File: src/rtl/coin_acceptor.sv
// Coin acceptor front end: synchronizes and debounces the coin and cancel sensors,
// credits dollar/fifty coins, drives the accept/reject gate solenoids.
module coin_acceptor #(
  parameter int DEB_CYCLES  = 4,
  parameter int GATE_CYCLES = 8
) (
  input  logic clk,
  input  logic rst,
  input  logic coin_sense,
  input  logic coin_type,
  input  logic cancel_btn,
  input  logic insert_coin,
  output logic dollar,
  output logic fifty,
  output logic cancel,
  output logic gate_accept,
  output logic gate_reject,
  output logic busy
);

  localparam logic [7:0] DEB    = 8'(DEB_CYCLES);
  localparam logic [7:0] DEB_M1 = 8'(DEB_CYCLES - 1);
  localparam logic [7:0] GATE   = 8'(GATE_CYCLES);

  typedef enum logic [2:0] {IDLE, DEBOUNCE, ACCEPT, REJECT, WAIT_CLEAR} state_t;

  state_t     state, state_n;
  logic [1:0] sense_sync, type_sync, btn_sync;
  logic [7:0] deb_cnt, deb_n, gate_cnt, gate_n, cancel_cnt, cancel_cnt_n;
  logic       cancel_lock, cancel_lock_n, cancel_pend, cancel_pend_n;
  logic       dollar_n, fifty_n, cancel_n, cancel_req, cancel_fire;
  logic       sense_s, type_s, btn_s;

  assign sense_s = sense_sync[1];
  assign type_s  = type_sync[1];
  assign btn_s   = btn_sync[1];

  always_ff @(posedge clk or negedge rst) begin
    if (!rst) begin
      sense_sync  <= '0;
      type_sync   <= '0;
      btn_sync    <= '0;
      state       <= IDLE;
      deb_cnt     <= '0;
      gate_cnt    <= '0;
      cancel_cnt  <= '0;
      cancel_lock <= 1'b0;
      cancel_pend <= 1'b0;
      dollar      <= 1'b0;
      fifty       <= 1'b0;
      cancel      <= 1'b0;
      gate_accept <= 1'b0;
      gate_reject <= 1'b0;
      busy        <= 1'b0;
    end else begin
      sense_sync  <= {sense_sync[0], coin_sense};
      type_sync   <= {type_sync[0], coin_type};
      btn_sync    <= {btn_sync[0], cancel_btn};
      state       <= state_n;
      deb_cnt     <= deb_n;
      gate_cnt    <= gate_n;
      cancel_cnt  <= cancel_cnt_n;
      cancel_lock <= cancel_lock_n;
      cancel_pend <= cancel_pend_n;
      dollar      <= dollar_n;
      fifty       <= fifty_n;
      cancel      <= cancel_n;
      gate_accept <= (state_n == ACCEPT);
      gate_reject <= (state_n == REJECT);
      busy        <= (state_n != IDLE);
    end
  end

  // Coin FSM; insert_coin and coin_type only matter on the debounce-exit edge,
  // where they are captured as the ACCEPT/REJECT choice and the pulse type.
  always_comb begin
    state_n  = state;
    deb_n    = deb_cnt;
    gate_n   = gate_cnt;
    dollar_n = 1'b0;
    fifty_n  = 1'b0;
    case (state)
      IDLE: begin
        if (sense_s) begin
          state_n = DEBOUNCE;
          deb_n   = 8'd1;
        end
      end
      DEBOUNCE: begin
        if (!sense_s) begin
          state_n = IDLE;
          deb_n   = '0;
        end else if (deb_cnt < DEB) begin
          deb_n = deb_cnt + 8'd1;
        end else begin
          deb_n  = '0;
          gate_n = 8'd1;
          if (insert_coin) begin
            state_n  = ACCEPT;
            dollar_n = type_s;
            fifty_n  = !type_s;
          end else begin
            state_n = REJECT;
          end
        end
      end
      ACCEPT, REJECT: begin
        if (gate_cnt == GATE) begin
          state_n = WAIT_CLEAR;
          gate_n  = '0;
          deb_n   = '0;
        end else begin
          gate_n = gate_cnt + 8'd1;
        end
      end
      WAIT_CLEAR: begin
        if (sense_s) begin
          deb_n = '0;
        end else if (deb_cnt == DEB_M1) begin
          state_n = IDLE;
          deb_n   = '0;
        end else begin
          deb_n = deb_cnt + 8'd1;
        end
      end
      default: begin
        state_n = IDLE;
        deb_n   = '0;
        gate_n  = '0;
      end
    endcase
  end

  // Cancel qualifier: counts highs while unlocked, then lows to unlock again.
  // A press landing on a coin pulse is held one cycle so the two never overlap.
  always_comb begin
    cancel_cnt_n  = '0;
    cancel_lock_n = cancel_lock;
    cancel_req    = 1'b0;
    if (!cancel_lock) begin
      if (btn_s) begin
        if (cancel_cnt == DEB_M1) begin
          cancel_req    = 1'b1;
          cancel_lock_n = 1'b1;
        end else begin
          cancel_cnt_n = cancel_cnt + 8'd1;
        end
      end
    end else begin
      if (!btn_s) begin
        if (cancel_cnt == DEB_M1) begin
          cancel_lock_n = 1'b0;
        end else begin
          cancel_cnt_n = cancel_cnt + 8'd1;
        end
      end
    end
    cancel_fire   = cancel_req | cancel_pend;
    cancel_n      = cancel_fire & !(dollar_n | fifty_n);
    cancel_pend_n = cancel_fire & (dollar_n | fifty_n);
  end

endmodule

File: config.mk
export PLATFORM = sky130hd
export DESIGN_NAME = coin_acceptor
export DESIGN_NICKNAME = d
export VERILOG_FILES = /design/src/rtl/coin_acceptor.sv
export SDC_FILE = /design/constraint.sdc
export NUM_CORES = 1
export LEC_CHECK = 0
export CORE_UTILIZATION = 34
export DETAILED_ROUTE_END_ITERATION = 8
export GPL_TIMING_DRIVEN = 1
export MAX_ROUTING_LAYER = met4
export SLEW_MARGIN = 20
export SYNTH_ARGS = -nofsm -noshare
export SYNTH_HDL_FRONTEND = slang
export SYNTH_SLANG_ARGS = --single-unit
File: constraint.sdc
create_clock -name clk -period 2 [get_ports clk]
set_input_delay 0.2 -clock clk [delete_from_list [all_inputs] [get_ports clk]]
set_output_delay 0.2 -clock clk [all_outputs]
set_load 0.05 [all_outputs]
==> parameters.txt <==
Parameter                              Value

Global routing
  Antenna violations before repair    0
  First-pass GRT wire length    6620 µm
  Pin count of the biggest net entering global routing    23
  Vias in the first global route    1417
  Aggregate global-route resource usage    0.140
  Remaining Overflow, GRT    0

Floorplanning
  Die width    roughly 79 µm
  Initial Utilization    0.359
  Placeable Area    5610 µm²
  Die footprint    6230 µm²
  Die span in y    78.9 µm
  Number of placed I/O pins    12
  Floorplan row count    27

Worst setup path
  Depth of the worst register-to-register path    4
  Critical path origin    deb_cnt[5]
  Reg2reg setup slack    0.14 ns
  CP endpoint kind    flip-flop
  Worst reg2reg startpoint    deb_cnt[5]
  Highest net fanout along the worst path    7
  Arr. time, crit path    2.04 ns
  Worst flop-to-flop path endpoint    deb_cnt[7]
  Critical path data required time    2.18 ns
  Launching element type of the critical path    flip-flop
  Crit Path Class    reg2reg

Synthesis
  Sequential-to-total area share from yosys stat    0.510
  Synth Warn #    0
  Share of the synthesized area in the top cell type    0.510
  Synth async-reset ratio    1.00
  Avg Inst Size Synth    10.7 µm²
  Most common flop cell mapped by yosys    sky130_fd_sc_hd__dfrtp_1
  Number of distinct standard cells referenced by the synthesized netlist    45
  Mapped cell area    ~2000 µm²
  Number of enable flip-flop cells after synthesis    0
  Synthesized netlist cell count    roughly 190
  Cell taking the most area after synthesis    sky130_fd_sc_hd__dfrtp_1
  Yosys reg bits    between 40 and 50
  Leading cell types by total area after synthesis    sky130_fd_sc_hd__dfrtp_1 51%, sky130_fd_sc_hd__nand3_1 3.7%, sky130_fd_sc_hd__nor2_1 3.0%
  Synthesized net count    198

Drt
  DRT iter0 DRCs    45
  Antenna-violating nets left    0
  Number of vias per cell    5.19
  Post-Route WL    3700 µm
  DRC violation count after routing    0
  Per-cell routed wire length    13.2 µm
  Vias post-DR    approximately 1500
  First-pass iteration count of the detailed router    4

Timing
  Actual slew at the worst max-slew pin    0.678 ns
  Final period util    0.932
  Worst clock skew    0.00291 ns
  Slew Viols, Final    0
  RSZ-0062 raised after global routing    false
  Relative slew margins    0.548
  Achievable frequency    between 500 and 600 MHz
  Final hold violation count    0
  Setup violation total in the final timing report    0
  Setup total negative slack    0 ns
  Minimum clock period    1.86 ns

Power
  Total leakage power    about 1.1 nW
  Worst vdd ir    between 0.0005 and 0.0006 V
  Power density over the cells    1020 nW/µm²

Outcome
  Run status    finished, final reports clean

Layout
  Leading cell types in the layout, fill and taps excluded    41 x sky130_fd_sc_hd__dfrtp_1, 16 x sky130_fd_sc_hd__nor2_1, 15 x sky130_fd_sc_hd__nand3_1
  Final instance area    ~2300 µm²
  Layout net count    217
  Commonest non-fill, non-tap cell in the layout    sky130_fd_sc_hd__dfrtp_1
  ANT cells    0
  Area added between synthesis and finish    16.7%
  Filler-free cell count of the finished design    280
  Fraction of final layout cells sized beyond drive strength 1    0.115

Worst hold path
  Cell depth of the worst min-delay path    1
  Beginning of the worst hold path    coin_sense
  Tightest Hold Check Type    in2reg
  Capture endpoint of the worst hold path    sense_sync[0]

Clock network
  Sinks on the clock net    41
  Cell at the root of the clock tree    sky130_fd_sc_hd__clkbuf_8
  Clock transition at path regs    0.08 ns
  TritonCTS Buffers    5
  Depth of the CTS H-tree    2
  Clock tree from TritonCTS    done
  Maximum clock path buffer count    2
  Clock latency of the later-clocked register in the worst-skew pair    about 0.29 ns

Place
  Placed cell count    271
  Final weighted congestion in routability-driven placement    0.788
  Half-perimeter wire length after placement    2600 µm
  Buffers on Ports    11
  Post-detailed-placement cell area    2230 µm²

Job
  Number of maximum-capacitance constraint violations    0
[logic make-up (layout without fill, tap and decap cells)]
group,after synthesis,count (layout),share of synthesized area
compound gates,42,42,0.176
flops,41,41,0.510
xor+xnor,8,8,0.0348
simple gates,77,77,0.222
fa+ha+maj,4,4,0.0249
buf+inv,16,36,0.0324
[synth_stat cells, types with 3 or more instances]
master                     instances
sky130_fd_sc_hd__dfrtp_1          41
sky130_fd_sc_hd__nor2_1           16
sky130_fd_sc_hd__nand3_1          15
sky130_fd_sc_hd__inv_1            11
sky130_fd_sc_hd__and3_1            8
sky130_fd_sc_hd__nand2_1           7
sky130_fd_sc_hd__nor3_1            7
sky130_fd_sc_hd__a21oi_1           6
sky130_fd_sc_hd__o221ai_1          6
sky130_fd_sc_hd__xor2_1            6
sky130_fd_sc_hd__nand2b_1          5
sky130_fd_sc_hd__nor2b_1           5
sky130_fd_sc_hd__a221o_1           4
sky130_fd_sc_hd__buf_2             4
sky130_fd_sc_hd__ha_1              4
sky130_fd_sc_hd__a211o_1           3
sky130_fd_sc_hd__a22o_1            3
sky130_fd_sc_hd__o21ai_0           3
[layout make-up]
class / count / area, µm²
Fill cell: 564 / 3260
Sequential cell: 41 / 1030
Multi-Input combinational cell: 131 / 933
Timing Repair Buffer: 17 / 165
Tap cell: 72 / 90.1
Clock buffer: 5 / 68.8
Inverter: 11 / 41.3
Clock inverter: 3 / 22.5
[worst max path at each step]
stage | end | slack [ns] | depth (start not counted)
2_1_floorplan | deb_cnt[7] | 0.26 | 6
3_3_place_gp | deb_cnt[7] | 0.16 | 6
3_5_place_dp | deb_cnt[7] | 0.11 | 6
4_1_cts | deb_cnt[7] | 0.09 | 6
5_1_grt | cancel | 0.02 | 6
6_report | deb_cnt[7] | 0.14 | 4
[through the flow]
stage | hold slack (ns) | util | setup WS, ns | total power, mW
final | 0.340 | 0.419 | 0.137 | 2.40
after global routing | 0.346 | 0.419 | 0.0168 | 2.60
after CTS | 0.331 | 0.416 | 0.0894 | 2.42
after detailed placement | 0.196 | 0.398 | 0.107 | 1.86
after global placement | 0.200 | 0.398 | 0.163 | 1.84
after floorplan | -0.0956 | - | 0.260 | 1.63
[what timing repair did]
item                                    4_1_cts  5_1_grt
setup buffers                                 0        0
resized for setup                             0        4
endpoints found under the hold margin        19        0
hold buffers                                  1        0
endpoints found under the setup margin        0       19
[layer usage]
metal,part of all wire,global-route usage
met3,0.026,0.0345
met5,0,-
met2,0.46,0.214
met1,0.51,0.185
met4,0.011,0.0436
[worst max-delay path, stage by stage, from the launching register on]
cell                      delay (ns)
sky130_fd_sc_hd__dfrtp_1        0.45
sky130_fd_sc_hd__nor4_4         0.48
sky130_fd_sc_hd__a31oi_4        0.20
sky130_fd_sc_hd__or2_1          0.29
sky130_fd_sc_hd__a221o_1        0.33
[power breakdown]
| group | internal, mW | switching (mW) |
|---|---|---|
| sequential | 0.954 | 0.141 |
| clock | 0.245 | 0.297 |
| combinational | 0.317 | 0.449 |
[registers in the layout (all words and copies together), names as in the netlist, named ones only]
signal	count
btn_sync	2
busy	1
cancel	1
cancel_cnt	8
cancel_pend	1
deb_cnt	8
dollar	1
fifty	1
gate_accept	1
gate_cnt	8
gate_reject	1
sense_sync	2
state	3
type_sync	2
Note: power is estimated with default switching activity, not from simulation.
